==> src/rtl/oqpsk_rcosine_demod.sv <==
// OQPSK receiver: tracks symbol phase, integrates I and Q over windows centred on their
// pulse peaks, slices hard bits (I then Q) and hands them out through a small bit FIFO.
module oqpsk_rcosine_demod #(
    parameter int DW         = 13,
    parameter int PS_SMPLS   = 50,
    parameter int I_PEAK     = 25,
    parameter int Q_OFFSET   = 25,
    parameter int WIN        = 8,
    parameter int FIFO_DEPTH = 4
) (
    input  logic                          clk,
    input  logic                          rst_n,
    input  logic                          en,
    input  logic                          smp_valid,
    input  logic signed [DW-1:0]          i_in,
    input  logic signed [DW-1:0]          q_in,
    input  logic                          sync,
    output logic                          bit_out,
    output logic                          bit_valid,
    input  logic                          bit_ready,
    output logic                          ovf,
    output logic [$clog2(PS_SMPLS)-1:0]   phase
);

    localparam int PW      = $clog2(PS_SMPLS);
    localparam int AW      = DW + $clog2(WIN);
    localparam int FW      = $clog2(FIFO_DEPTH);
    localparam int I_START = (I_PEAK - WIN / 2 + PS_SMPLS) % PS_SMPLS;
    localparam int I_END   = (I_PEAK + WIN / 2 - 1) % PS_SMPLS;
    localparam int Q_CTR   = (I_PEAK + Q_OFFSET) % PS_SMPLS;
    localparam int Q_START = (Q_CTR - WIN / 2 + PS_SMPLS) % PS_SMPLS;
    localparam int Q_END   = (Q_CTR + WIN / 2 - 1) % PS_SMPLS;

    localparam logic [PW-1:0] I_START_L = PW'(I_START);
    localparam logic [PW-1:0] I_END_L   = PW'(I_END);
    localparam logic [PW-1:0] Q_START_L = PW'(Q_START);
    localparam logic [PW-1:0] Q_END_L   = PW'(Q_END);
    localparam logic [PW-1:0] LAST_L    = PW'(PS_SMPLS - 1);
    localparam logic [PW-1:0] ONE_L     = PW'(1);
    localparam logic [PW:0]   PS_L      = (PW + 1)'(PS_SMPLS);
    localparam logic [PW:0]   WIN_L     = (PW + 1)'(WIN);

    // Phase p lies in the window starting at 'start' when its modular distance is below WIN.
    function automatic logic win_hit(input logic [PW-1:0] p, input logic [PW-1:0] start);
        logic [PW:0] off;
        if (p >= start) begin
            off = {1'b0, p} - {1'b0, start};
        end else begin
            off = {1'b0, p} + PS_L - {1'b0, start};
        end
        return (off < WIN_L);
    endfunction

    logic                 accept_s;
    logic                 sync_s;
    logic [PW-1:0]        cnt_r;
    logic [PW-1:0]        cnt_nxt_s;
    logic [PW-1:0]        p_s;
    logic signed [AW-1:0] smp_i_s;
    logic signed [AW-1:0] smp_q_s;
    logic signed [AW-1:0] sum_i_s;
    logic signed [AW-1:0] sum_q_s;
    logic signed [AW-1:0] acc_i_r;
    logic signed [AW-1:0] acc_q_r;
    logic signed [AW-1:0] acc_i_nxt_s;
    logic signed [AW-1:0] acc_q_nxt_s;
    logic                 armed_i_r;
    logic                 armed_q_r;
    logic                 armed_i_nxt_s;
    logic                 armed_q_nxt_s;
    logic                 dec_s;
    logic                 dec_bit_s;

    logic [FIFO_DEPTH-1:0] mem_r;
    logic [FW:0]           wr_ptr_r;
    logic [FW:0]           rd_ptr_r;
    logic [FW:0]           wr_nxt_s;
    logic [FW:0]           rd_nxt_s;
    logic                  full_s;
    logic                  pop_s;
    logic                  push_s;
    logic                  ovf_set_s;
    logic                  head_s;
    logic                  valid_nxt_s;
    logic                  bit_out_r;
    logic                  bit_valid_r;
    logic                  ovf_r;

    // Phase tracking, window integration and the per-rail bit decision.
    always_comb begin
        accept_s      = smp_valid & en;
        sync_s        = accept_s & sync;
        p_s           = sync ? {PW{1'b0}} : cnt_r;
        smp_i_s       = {{(AW-DW){i_in[DW-1]}}, i_in};
        smp_q_s       = {{(AW-DW){q_in[DW-1]}}, q_in};
        sum_i_s       = acc_i_r + smp_i_s;
        sum_q_s       = acc_q_r + smp_q_s;
        cnt_nxt_s     = cnt_r;
        acc_i_nxt_s   = acc_i_r;
        acc_q_nxt_s   = acc_q_r;
        armed_i_nxt_s = armed_i_r;
        armed_q_nxt_s = armed_q_r;
        dec_s         = 1'b0;
        dec_bit_s     = 1'b0;
        if (accept_s) begin
            cnt_nxt_s = (p_s == LAST_L) ? {PW{1'b0}} : (p_s + ONE_L);
            // A SYNC landing on a window start (only possible at phase 0) re-arms that rail.
            if (p_s == I_START_L) begin
                acc_i_nxt_s   = smp_i_s;
                armed_i_nxt_s = 1'b1;
            end else if (sync_s) begin
                acc_i_nxt_s   = {AW{1'b0}};
                armed_i_nxt_s = 1'b0;
            end else if (win_hit(p_s, I_START_L)) begin
                acc_i_nxt_s = sum_i_s;
            end else begin
                acc_i_nxt_s = acc_i_r;
            end
            if (p_s == Q_START_L) begin
                acc_q_nxt_s   = smp_q_s;
                armed_q_nxt_s = 1'b1;
            end else if (sync_s) begin
                acc_q_nxt_s   = {AW{1'b0}};
                armed_q_nxt_s = 1'b0;
            end else if (win_hit(p_s, Q_START_L)) begin
                acc_q_nxt_s = sum_q_s;
            end else begin
                acc_q_nxt_s = acc_q_r;
            end
            // Window ends of the two rails are disjoint, so at most one decision per sample.
            if (!sync_s && armed_i_r && (p_s == I_END_L)) begin
                dec_s     = 1'b1;
                dec_bit_s = ~sum_i_s[AW-1];
            end else if (!sync_s && armed_q_r && (p_s == Q_END_L)) begin
                dec_s     = 1'b1;
                dec_bit_s = ~sum_q_s[AW-1];
            end else begin
                dec_s     = 1'b0;
                dec_bit_s = 1'b0;
            end
        end else begin
            cnt_nxt_s = cnt_r;
        end
    end

    // Demodulator state registers.
    always_ff @(posedge clk or negedge rst_n) begin
        if (!rst_n) begin
            cnt_r     <= {PW{1'b0}};
            acc_i_r   <= {AW{1'b0}};
            acc_q_r   <= {AW{1'b0}};
            armed_i_r <= 1'b0;
            armed_q_r <= 1'b0;
        end else begin
            cnt_r     <= cnt_nxt_s;
            acc_i_r   <= acc_i_nxt_s;
            acc_q_r   <= acc_q_nxt_s;
            armed_i_r <= armed_i_nxt_s;
            armed_q_r <= armed_q_nxt_s;
        end
    end

    // FIFO control; the head is precomputed so bit_out/bit_valid can be registered.
    always_comb begin
        full_s      = (wr_ptr_r[FW] != rd_ptr_r[FW]) && (wr_ptr_r[FW-1:0] == rd_ptr_r[FW-1:0]);
        pop_s       = bit_valid_r & bit_ready;
        push_s      = dec_s & (~full_s | pop_s);
        ovf_set_s   = dec_s & full_s & ~pop_s;
        rd_nxt_s    = rd_ptr_r + {{FW{1'b0}}, pop_s};
        wr_nxt_s    = wr_ptr_r + {{FW{1'b0}}, push_s};
        valid_nxt_s = (rd_nxt_s != wr_nxt_s);
        if (push_s && (rd_nxt_s[FW-1:0] == wr_ptr_r[FW-1:0])) begin
            head_s = dec_bit_s;
        end else begin
            head_s = mem_r[rd_nxt_s[FW-1:0]];
        end
    end

    // FIFO storage, pointers and registered outputs.
    always_ff @(posedge clk or negedge rst_n) begin
        if (!rst_n) begin
            mem_r       <= {FIFO_DEPTH{1'b0}};
            wr_ptr_r    <= {(FW+1){1'b0}};
            rd_ptr_r    <= {(FW+1){1'b0}};
            bit_out_r   <= 1'b0;
            bit_valid_r <= 1'b0;
            ovf_r       <= 1'b0;
        end else begin
            if (push_s) begin
                mem_r[wr_ptr_r[FW-1:0]] <= dec_bit_s;
            end
            wr_ptr_r    <= wr_nxt_s;
            rd_ptr_r    <= rd_nxt_s;
            bit_out_r   <= valid_nxt_s & head_s;
            bit_valid_r <= valid_nxt_s;
            ovf_r       <= ovf_r | ovf_set_s;
        end
    end

    assign bit_out   = bit_out_r;
    assign bit_valid = bit_valid_r;
    assign ovf       = ovf_r;
    assign phase     = cnt_r;

endmodule

==> config.mk <==
export PLATFORM = sky130hd
export DESIGN_NAME = oqpsk_rcosine_demod
export DESIGN_NICKNAME = d
export VERILOG_FILES = /design/src/rtl/oqpsk_rcosine_demod.sv
export SDC_FILE = /design/constraint.sdc
export NUM_CORES = 1
export LEC_CHECK = 0
export ABC_AREA = 1
export CORE_MARGIN = 4
export CORE_UTILIZATION = 58
export CTS_CLUSTER_SIZE = 14
export DETAILED_ROUTE_END_ITERATION = 6
export GPL_ROUTABILITY_DRIVEN = 0
export MAX_ROUTING_LAYER = met4
export PLACE_DENSITY = 0.8
export SLEW_MARGIN = 20
export SYNTH_ARGS = -nofsm -noshare
export SYNTH_HDL_FRONTEND = slang
export SYNTH_SLANG_ARGS = --single-unit
==> constraint.sdc <==
create_clock -name clk -period 6.2 [get_ports clk]
set_input_delay 0.62 -clock clk [delete_from_list [all_inputs] [get_ports clk]]
set_output_delay 0.62 -clock clk [all_outputs]
set_load 0.005 [all_outputs]
Word level (Yosys, flattened, before mapping)

Cells that the tools add are included.

RAM bits: 0
Bits in latches: 0
Logic and storage cells: 97
Memories kept: 0
Bits of input ports: 32
Flip-flop bits (word level): 53
Bits in read-only memories: 0

Mux-type cells: 31
$add $sub $neg: 10
Shifts and indexed selects: 0
Bitwise gates (word level): 13
$lt $le $gt $ge: 7
Eq/ne operators: 9
Multipliers: 0
Reductions and logical operators: 16
Divide/modulo/power cells: 0

Operators with widths:

| kind                                                                         | count |
|---|---|
| 16-bit two-way mux                                                           | 6 |
| 7-bit two-way mux                                                            | 8 |
| 16-bit by 13-bit adder with 16-bit output                                    | 2 |
| 7-bit by 4-bit less-than comparator with 1-bit output, second input constant | 2 |
| 6-bit by 5-bit equality test with 1-bit output, second input constant        | 2 |
| 6-bit equality test, second input constant                                   | 2 |
| 1-bit two-way mux                                                            | 12 |
| 6-bit two-way mux                                                            | 2 |
| 2-bit AND reduction                                                          | 4 |
| 6-bit by 6-bit adder with 7-bit output, second input constant                | 1 |
| 1-bit bitwise AND                                                            | 7 |
| 1-bit logical AND                                                            | 7 |
| 6-bit by 5-bit subtractor with 7-bit output, second input constant           | 1 |
| 6-bit by 6-bit subtractor with 7-bit output, second input constant           | 1 |
| 7-bit by 5-bit subtractor with 7-bit output, second input constant           | 1 |
| 7-bit by 6-bit subtractor with 7-bit output, second input constant           | 1 |
| 3-bit by 1-bit adder with 3-bit output                                       | 2 |
| 6-bit by 1-bit adder with 6-bit output, second input constant                | 1 |
| 6-bit by 2-bit equality test with 1-bit output, second input constant        | 1 |
| 6-bit by 5-bit >= comparator with 1-bit output, second input constant        | 1 |
| 6-bit >= comparator, second input constant                                   | 1 |
| 2-bit by 3-bit less-than comparator with 1-bit output, second input constant | 2 |
| 3-bit nonzero test                                                           | 2 |
| 4-bit bitwise mux                                                            | 1 |
| other kinds (10)                                                             | 16 |

Logic depth before layout (Yosys ltp)

Gate-level depths: netlist (run 1).

Word-level depth: 12
Depth in mapped cells: 18
Depth with buffers taken out: 18

Worst setup path before layout (run 1)

No wires, ideal clock.

Path type: input to register
From: in sync
To: reg bit_out_r, in the netlist bit_out
Data required time: 6.074 ns
Setup slack: 3.700 ns
Arrival: 2.374 ns
Stages on the path: 15
Cells stage by stage: nor2_2 inv_1 ha_1 nand3_1 nor2_1 nand2_1 nand2_1 nand3_1 inv_2 ha_1 ha_1 xnor2_1 nand4_1 nand2_1 a21oi_1

Cells in the longest elaborated chain, start to end: 11
Elaborated cells on any way between the ends: 21

RTL lines:

| element                                                                   | RTL line | RTL |
|---|---|---|
| from (decl)                                                               | 17       | `input logic sync,` |
| parallel branches: the longest is 5 deep, another holds 6-bit two-way mux | --       |  |
| 1-bit two-way mux (*)                                                     | 131      | `if (!sync_s && armed_i_r && (p_s == I_END_L)) begin` |
| 1-bit two-way mux (*)                                                     | 105      | `if (accept_s) begin` |
| 1-bit bitwise AND (*)                                                     | 167      | `push_s = dec_s & (~full_s \| pop_s);` |
| 3-bit by 1-bit adder with 3-bit output (*)                                | 170      | `wr_nxt_s = wr_ptr_r + {{FW{1'b0}}, push_s};` |
| via wr_nxt_s[1]                                                           | 77       | `logic [FW:0] wr_nxt_s;` |
| 3-bit inequality test (*)                                                 | 171      | `valid_nxt_s = (rd_nxt_s != wr_nxt_s);` |
| via valid_nxt_s                                                           | 84       | `logic valid_nxt_s;` |
| 1-bit bitwise AND (*)                                                     | 194      | `bit_out_r <= valid_nxt_s & head_s;` |
| to (signal assigned)                                                      | 194      |  |
| to (decl)                                                                 | 85       | `logic bit_out_r;` |

Mark *: on every way through the listed nets, which the timed path passes.
A chain may end at the register's enable or synchronous reset.

Worst setup path after layout (run 1)

From: in sync
To: reg acc_q_r[3]

Cells in the longest elaborated chain, start to end: 10
Elaborated cells on any way between the ends: 16

RTL lines:

| element                                               | RTL line | RTL |
|---|---|---|
| 6-bit two-way mux                                     | 93       | `p_s = sync ? {PW{1'b0}} : cnt_r;` |
| 6-bit by 6-bit adder with 7-bit output                | 49       | `off = {1'b0, p} + PS_L - {1'b0, start};` |
| 7-bit by 6-bit subtractor with 7-bit output           | 49       |  |
| 7-bit two-way mux                                     | 46       | `if (p >= start) begin` |
| 7-bit two-way mux                                     | 122      | `end else if (sync_s) begin` |
| 7-bit two-way mux                                     | 119      | `if (p_s == Q_START_L) begin` |
| 7-bit two-way mux                                     | 105      |  |
| 7-bit by 4-bit less-than comparator with 1-bit output | 51       | `return (off < WIN_L);` |
| 3-bit nonzero test (no line)                          | --       |  |
| 2-bit AND reduction (no line)                         | --       |  |
| to (signal assigned)                                  | 151      | `acc_q_r <= {AW{1'b0}};` |
| to (signal assigned)                                  | 157      | `acc_q_r <= acc_q_nxt_s;` |
| to (decl)                                             | 64       | `logic signed [AW-1:0] acc_q_r;` |

Parallel ways exist; a longest one is shown, timed or not. The select of a mux whose other input is x is not followed.

==> impl_metrics.env, run 1 <==
export IMPL_max_vdd_ir_drop_mv=0.191
export IMPL_path_clk_slew_ps=110
export IMPL_post_dp_cell_area_mm2=0.00523
export IMPL_drv_cap=0
export IMPL_cpPeakStageDelay_ps=550
export IMPL_cp_top_family="simple AND/OR/NAND/NOR gates"
export IMPL_finalMaxSlewViolations=0
export IMPL_maxSlewHeadroom=0.476
export IMPL_rows=32
export IMPL_wl_um=12100
export IMPL_cts_tree="built"
export IMPL_grt_pass1_vias=4725
export IMPL_tightest_slew_ps=785
export IMPL_fill_cells=728
export IMPL_seq_area_frac_synth=0.278
export IMPL_cp_arrival_ps=3600
export IMPL_layout_common_cells="nand2_1 (269), nand3_1 (88), inv_1 (68), dfrtp_1 (53), nor2_1 (47)"
export IMPL_cellPowerDensity_mw_per_mm2=364
export IMPL_r2r_cells=11
export IMPL_worstPathMaxFanout=18
export IMPL_timing_rr_start="phase[2]"
export IMPL_antenna_found_initial=0
export IMPL_p_leak_nw=2.87
export IMPL_grt_ovfl_total=0
export IMPL_p_comb_frac=0.613
export IMPL_vias=4887
export IMPL_synth_compound_area_frac=0.0982
export IMPL_synth_top_family_by_area="simple AND/OR/NAND/NOR gates"
export IMPL_r2r_slack_ps=3230
export IMPL_yosysUniqueCellTypes=34
export IMPL_worst_setup_path_start_kind="input port"
export IMPL_syn_area_per_cell_um2=6.52
export IMPL_synthesis_area_mm2=0.00478
export IMPL_crit_chain="clkdlybuf4s50_1 > nor2_1 > ha_1 > nand3_2 > nor3_2 > nand2_1 > nand2_2 > inv_2 > nand2_2 > nand2_2 > o21ai_0"
export IMPL_clkSinkCount=53
export IMPL_p_sw_frac=0.478
export IMPL_layout_cell_area_non_filler_mm2=0.00533
export IMPL_drt_first_pass_iters=7
export IMPL_hold_buffers=0
export IMPL_grt_max_degree=54
export IMPL_placement_io_buffers=40
export IMPL_dieArea_mm2=0.00975
export IMPL_path_class="input port to register"
export IMPL_nets=844
export IMPL_outcome="finished, final reports clean"
export IMPL_fp_dieH_um=98.8
export IMPL_clock_root_buffer="clkbuf_8"
export IMPL_grt_pass1_wl_um=20800
export IMPL_pwr_share_seq=0.278
export IMPL_clkPwrFrac=0.109
export IMPL_r2r_end="acc_q_r[3]"
export IMPL_coreArea_mm2=0.00789
export IMPL_cp_slowest_cell="clkdlybuf4s50_1"
export IMPL_end_kind="register"
export IMPL_cts_repair_resized=0
export IMPL_post_route_min_period_ps=3360
export IMPL_clk_latency_ps=320
export IMPL_dieWidth_um=98.8
export IMPL_cts_max_path_buffers=2
export IMPL_synthSimpleGateAreaFrac=0.395
export IMPL_grt_usage=0.259
export IMPL_cts_buffers=5
export IMPL_initial_core_util=0.606
export IMPL_io_pin_count=41
export IMPL_post_cts_repair_setup_buffers=0
export IMPL_synthCells=733
export IMPL_synth_net_count=809
export IMPL_p_int_mw=1.01
export IMPL_drive_gt1_frac=0.0507
export IMPL_wl_per_cell_um=13.9
export IMPL_drt_initial_drc_count=230
export IMPL_hold_violations=0
export IMPL_min_period_over_period=0.542
export IMPL_synth_warnings=0
export IMPL_synthMuxAreaShare=0
export IMPL_synthAdderAreaFrac=0.118
export IMPL_finalClockSkew_ps=8.73
export IMPL_dpl_hpwl_um=9150
export IMPL_fmax_mhz=298
export IMPL_setup_viol=0
export IMPL_insertedDiodeCount=0
export IMPL_path_buf_inv=2
export IMPL_drt_vias_per_instance=5.61
export IMPL_rsz0062_at_grt="false"
export IMPL_area_growth_syn_to_layout_pct=11.5
export IMPL_critPathRequiredTime_ps=6440
export IMPL_antenna_left=0
export IMPL_synth_xor_area_frac=0.0367
export IMPL_htree_num_levels=2
export IMPL_tns_ps=0
export IMPL_hold_class="input port to async pin"
export IMPL_postLayoutCoreUtil=0.675
export IMPL_cp_common_cell="nand2_2"
export IMPL_final_common_cell="nand2_1"
export IMPL_drc=0
export IMPL_whs_ps=408
export IMPL_power_switching_mw=0.926
export IMPL_synth_seq_cells=53
[how the worst max path moves through the flow]
stage | start | end | cells past startpoint
floorplan | sync | bit_out | 15
global placement | smp_valid | bit_out | 18
detailed placement | en | bit_out | 18
CTS | en | bit_out | 18
global route | en | bit_out | 18
finish | sync | acc_q_r[3] | 11
[area by class of cell]
type / count / area [µm²] / area share
tap: 102 / 128 / 0.0240
multi-input combinational: 592 / 3100 / 0.581
timing repair buffer: 41 / 403 / 0.0756
clock buffer: 5 / 68.8 / 0.0129
inverter: 75 / 282 / 0.0528
clock inverter: 3 / 25.0 / 0.00470
sequential: 53 / 1330 / 0.249
[power groups by stage]
stage | logic (mW) | clock network [mW] | registers [mW]
final | 1.19 | 0.211 | 0.540
after global routing | 1.36 | 0.230 | 0.556
after CTS | 1.17 | 0.214 | 0.539
after detailed placement | 1.17 | 0 | 0.544
after global placement | 1.13 | 0 | 0.540
after floorplan | 0.914 | 0 | 0.524
[cell families after synthesis]
family / count (synthesis)
flops: 53
compound gates: 87
fa+ha+maj: 44
buf+inv: 88
simple gates: 441
xor+xnor: 20
[state kept, by name, indices dropped and copies added, names as in the netlist]
| register | flops |
|---|---|
| acc_i_r | 16 |
| acc_q_r | 16 |
| phase | 6 |
| mem_r | 4 |
| rd_ptr_r | 3 |
| wr_ptr_r | 3 |
| armed_i_r | 1 |
| armed_q_r | 1 |
| bit_out | 1 |
| bit_valid | 1 |
| ovf | 1 |
[routing by layer]
layer | up-vias | wire length, µm | global-route usage
met5 | - | 0 | -
met1 | 2242 | 5230 | 0.313
met2 | 166 | 5910 | 0.442
li1 | 2450 | - | -
met3 | 29 | 731 | 0.0403
met4 | 0 | 225 | 0.0809
[synthesized netlist by cell type]
library cell	n	area [µm²]
a21o_1	2	15.0
a21oi_1	33	165
a22o_1	2	17.5
a32o_1	1	10.0
and2_1	1	6.26
buf_1	1	3.75
buf_2	6	30.0
buf_4	1	7.51
buf_6	2	22.5
clkbuf_1	3	11.3
dfrtp_1	53	1330
fa_1	2	40.0
ha_1	42	526
inv_1	68	255
inv_2	7	26.3
nand2_1	269	1010
nand2_2	8	50.1
nand2_4	2	22.5
nand3_1	88	440
nand3_2	3	30.0
nand3b_1	5	37.5
nand4_1	6	37.5
nor2_1	47	176
nor2_2	3	18.8
nor3_1	3	15.0
nor3_2	1	10.0
o21a_1	1	7.51
o21ai_0	38	190
o21ai_1	1	5.00
o21bai_1	2	15.0
o22ai_1	7	43.8
or2_2	5	31.3
xnor2_1	14	123
xor2_1	6	52.6
[stage by stage]
stage / setup WS (ps) / power, mW / instances
2_1_floorplan: 3700 / 1.44 / 733
3_3_place_gp: 2610 / 1.67 / 863
3_5_place_dp: 2500 / 1.71 / 863
4_1_cts: 2830 / 1.92 / 871
5_1_grt: 2450 / 2.15 / 871
6_report: 2840 / 1.94 / 871
No activity file was read; power rests on OpenSTA's default activity.
==> run 2, diff against run 1 <==
clock period = 3.44 ns   (was 6.2 ns; I/O delays follow)
==> impl_metrics.env, run 2 (synthesized netlist as in run 1, its figures left out) <==
export IMPL_outcome="finished, final reports clean"
export IMPL_coreArea_mm2=0.00789
export IMPL_min_period_over_period=0.863
export IMPL_drt_initial_drc_count=203
export IMPL_critPathRequiredTime_ps=3640
export IMPL_fmax_mhz=337
export IMPL_whs_ps=98.3
export IMPL_timing_rr_start="phase[2]"
export IMPL_clock_root_buffer="clkbuf_8"
export IMPL_cts_tree="built"
export IMPL_hold_buffers=0
export IMPL_cts_max_path_buffers=2
export IMPL_drc=0
export IMPL_post_route_min_period_ps=2970
export IMPL_dpl_hpwl_um=9060
export IMPL_grt_max_degree=44
export IMPL_final_common_cell="nand2_1"
export IMPL_finalMaxSlewViolations=0
export IMPL_drive_gt1_frac=0.0544
export IMPL_cts_buffers=5
export IMPL_startpoint="sync"
export IMPL_final_cells=874
export IMPL_drt_first_pass_iters=5
export IMPL_tns_ps=0
export IMPL_path_class="input port to register"
export IMPL_nets=847
export IMPL_post_cts_repair_setup_buffers=0
export IMPL_io_pin_count=41
export IMPL_worstPathMaxFanout=18
export IMPL_cellPowerDensity_mw_per_mm2=651
export IMPL_dieArea_mm2=0.00975
export IMPL_max_vdd_ir_drop_mv=0.370
export IMPL_cts_repair_resized=0
export IMPL_layout_cell_area_non_filler_mm2=0.00535
export IMPL_htree_num_levels=2
export IMPL_drv_cap=0
export IMPL_clkSinkCount=53
export IMPL_worst_setup_path_start_kind="input port"
export IMPL_tightest_slew_ps=831
export IMPL_area_growth_syn_to_layout_pct=11.9
export IMPL_fill_cells=683
export IMPL_grt_pass1_wl_um=21100
export IMPL_antenna_found_initial=0
export IMPL_p_leak_nw=2.88
export IMPL_hold_violations=0
export IMPL_dieWidth_um=98.8
export IMPL_setup_viol=0
export IMPL_clk_latency_ps=330
export IMPL_cp_arrival_ps=3170
export IMPL_wl_per_cell_um=13.8
export IMPL_path_clk_slew_ps=110
export IMPL_maxSlewHeadroom=0.446
export IMPL_rows=32
export IMPL_post_dp_cell_area_mm2=0.00526
export IMPL_fp_dieH_um=98.8
export IMPL_layout_common_cells="nand2_1 (269), nand3_1 (88), inv_1 (68), dfrtp_1 (53), nor2_1 (47)"
export IMPL_grt_ovfl_total=0
export IMPL_grt_pass1_vias=4885
export IMPL_drt_vias_per_instance=5.62
export IMPL_antenna_left=0
export IMPL_dp_cells=866
export IMPL_grt_usage=0.263
export IMPL_vias=4915
export IMPL_end_kind="register"
export IMPL_insertedDiodeCount=0
export IMPL_hold_class="input port to async pin"
export IMPL_rsz0062_at_grt="false"
export IMPL_placement_io_buffers=40
export IMPL_initial_core_util=0.606
export IMPL_wl_um=12100
export IMPL_finalClockSkew_ps=14.0
==> run 2: cell count changes in the layout (fill, tap and decap cells not counted), sizes merged <==
| cell | before | now |
|---|---|---|
| buf | 2 | 5 |
==> run 2: where the power goes <==
part           switching, mW  internal [mW]
clock                  0.237          0.145
combinational           1.28          0.845
sequential             0.140          0.833
==> run 2: final cells by class <==
type                    instances  area, µm²  area share
clock buffers                   5       68.8      0.0129
clock inverters                 3       21.3     0.00398
inverters                      75        282      0.0527
multi-input cells             592       3100       0.579
flip-flops and latches         53       1330       0.248
well taps                     102        128      0.0239
repair buffers                 44        425      0.0796
==> run 2: routing by layer <==
| layer | vias up | wire length (µm) | part of all wire | global-route usage |
|---|---|---|---|---|
| li1 | 2458 | - | - | - |
| met1 | 2269 | 5200 | 0.43 | 0.318 |
| met2 | 161 | 6020 | 0.50 | 0.447 |
| met3 | 27 | 614 | 0.051 | 0.0368 |
| met4 | 0 | 252 | 0.021 | 0.0956 |
| met5 | - | 0 | 0 | - |
==> run 2: metrics by stage <==
stage / total power, mW / setup WS (ps) / utilization
detailed placement: 3.07 / 218 / 0.666
floorplan: 2.59 / 1170 / -
CTS: 3.47 / 530 / 0.678
global placement: 2.99 / 390 / 0.666
finish: 3.48 / 472 / 0.678
global route: 3.85 / 277 / 0.678
==> run 2: critical path, stage by stage <==
cell	delay (ps)
clkdlybuf4s50_1	580
nor2_1	470
ha_1	300
nand3_2	150
nor3_2	230
nand2_1	170
nand2_2	190
inv_2	140
nand2_2	110
nand2_2	220
nand2_1	150
o21ai_0	100
==> run 2: final timing paths <==
kind / endpoint / slack (ps) / cells after the start
worst max-delay path: acc_q_r[3] / 470 / 12
worst min-delay path: phase[3] / 100 / 1
worst max register to register: acc_q_r[3] / 620 / 12
worst min register to register: acc_i_r[5] / 490 / 2
max in group asynchronous: ovf / 2540 / 2
min in group clk: acc_i_r[5] / 490 / 2
==> run 3, diff against run 2 <==
CORE_MARGIN = unset   (was 4)
==> impl_metrics.env, run 3 (synthesized netlist as in run 1, its figures left out) <==
export IMPL_critPathRequiredTime_ps=3640
export IMPL_r2r_slack_ps=710
export IMPL_rsz0062_at_grt="false"
export IMPL_final_common_cell="nand2_1"
export IMPL_worst_setup_path_start_kind="input port"
export IMPL_tns_ps=0
export IMPL_cellPowerDensity_mw_per_mm2=653
export IMPL_end_kind="register"
export IMPL_coreArea_mm2=0.00785
export IMPL_io_pin_count=41
export IMPL_layout_common_cells="nand2_1 (269), nand3_1 (88), inv_1 (68), dfrtp_1 (53), nor2_1 (47)"
export IMPL_wl_um=11800
export IMPL_wl_per_cell_um=13.5
export IMPL_min_period_over_period=0.828
export IMPL_crit_path_end="bit_out"
export IMPL_path_clk_slew_ps=110
export IMPL_post_cts_repair_setup_buffers=0
export IMPL_worstPathMaxFanout=7
export IMPL_cpPeakStageDelay_ps=570
export IMPL_r2r_cells=12
export IMPL_cts_repair_resized=0
export IMPL_drt_first_pass_iters=5
export IMPL_hold_class="input port to async pin"
export IMPL_whs_ps=49.8
export IMPL_antenna_left=0
export IMPL_setup_viol=0
export IMPL_fp_dieH_um=92.8
export IMPL_clock_root_buffer="clkbuf_8"
export IMPL_cp_slowest_cell="clkdlybuf4s50_1"
export IMPL_antenna_found_initial=0
export IMPL_finalClockSkew_ps=9.97
export IMPL_placement_io_buffers=40
export IMPL_nets=846
export IMPL_hold_violations=0
export IMPL_htree_num_levels=2
export IMPL_cts_tree="built"
export IMPL_dieArea_mm2=0.00861
export IMPL_clk_latency_ps=320
export IMPL_drive_gt1_frac=0.0532
export IMPL_cp_arrival_ps=3050
export IMPL_cts_max_path_buffers=2
export IMPL_startpoint="sync"
export IMPL_drt_vias_per_instance=5.58
export IMPL_timing_rr_start="phase[2]"
export IMPL_dieWidth_um=92.8
export IMPL_initial_core_util=0.609
export IMPL_area_growth_syn_to_layout_pct=11.8
export IMPL_max_vdd_ir_drop_mv=0.320
export IMPL_p_leak_nw=2.88
export IMPL_grt_pass1_vias=4711
export IMPL_drt_initial_drc_count=262
export IMPL_tightest_slew_ps=682
export IMPL_drc=0
export IMPL_cts_buffers=5
export IMPL_clkSinkCount=53
export IMPL_fmax_mhz=351
export IMPL_grt_max_degree=44
export IMPL_grt_ovfl_total=0
export IMPL_insertedDiodeCount=0
export IMPL_path_class="input port to register"
export IMPL_drv_cap=0
export IMPL_crit_chain="clkdlybuf4s50_1 > nor2_2 > inv_1 > ha_1 > nand3_1 > nor2_1 > nand2_1 > nand2_1 > nand3_1 > inv_2 > ha_1 > ha_1 > xnor2_1 > inv_1 > nand2_1 > nand4_1 > nand2_1 > a21oi_1"
export IMPL_vias=4873
export IMPL_grt_usage=0.302
export IMPL_hold_buffers=0
export IMPL_post_route_min_period_ps=2850
export IMPL_finalMaxSlewViolations=0
export IMPL_grt_pass1_wl_um=20600
export IMPL_outcome="finished, final reports clean"
export IMPL_cp_common_cell="nand2_1"
export IMPL_fill_cells=666
export IMPL_maxSlewHeadroom=0.546
export IMPL_dpl_hpwl_um=8960
export IMPL_rows=32
export IMPL_r2r_end="acc_q_r[3]"
==> run 3: cell types whose count changed in the layout (fill, tap and decap cells not counted) <==
cell,delta
clkinv_4,+2
clkinv_2,-1
buf_4,-1
clkinvlp_4,-1
==> run 3: metrics by stage <==
| step | cells | util | setup slack (ps) | power (mW) | area [µm²] |
|---|---|---|---|---|---|
| after CTS | 873 | 0.681 | 591 | 3.47 | 5340 |
| after detailed placement | 865 | 0.669 | 273 | 3.08 | 5250 |
| after global routing | 873 | 0.681 | 348 | 3.86 | 5340 |
| after global placement | 865 | 0.669 | 398 | 2.99 | 5250 |
| final | 873 | 0.681 | 593 | 3.49 | 5340 |
| after floorplan | 733 | - | 1170 | 2.59 | 4780 |
==> run 3: critical path: cells and delay by family <==
kind / cells / cell delay (ps)
AOI/OAI and AO/OA: 1 / 40
xor gates and xnor gates: 1 / 180
adders and majority gates: 3 / 590
buffers and inverters: 4 / 880
and+or+nand+nor: 9 / 1020
==> run 3: power breakdown <==
group	switching [mW]	leakage (nW)	internal (mW)
logic	1.29	2.15	0.845
registers	0.138	0.679	0.833
clock network	0.235	0.0487	0.149
total	1.66	2.88	1.83
==> run 3: worst min-delay path by stage <==
stage,from,end,slack [ps],cells after the start
after floorplan,rst_n,acc_i_r[0],50,0
after global routing,rst_n,acc_q_r[2],110,1
after CTS,rst_n,acc_q_r[2],70,1
after global placement,rst_n,phase[5],420,1
after detailed placement,rst_n,phase[5],430,1
final,rst_n,acc_q_r[2],50,1
==> run 3: cell type report <==
type,count,area [µm²],area share
Inverter,75,282,0.0527
Timing Repair Buffer,43,418,0.0782
Clock inverter,3,26.3,0.00492
Tap cell,102,128,0.0239
Multi-Input combinational cell,592,3100,0.579
Sequential cell,53,1330,0.248
Clock buffer,5,68.8,0.0129
==> run 3: layer usage <==
layer | global-route usage | part of all wire | up-vias
li1 | - | - | 2451
met1 | 0.366 | 0.44 | 2262
met2 | 0.520 | 0.50 | 138
met3 | 0.0345 | 0.045 | 22
met4 | 0.104 | 0.019 | 0
met5 | - | 0 | -
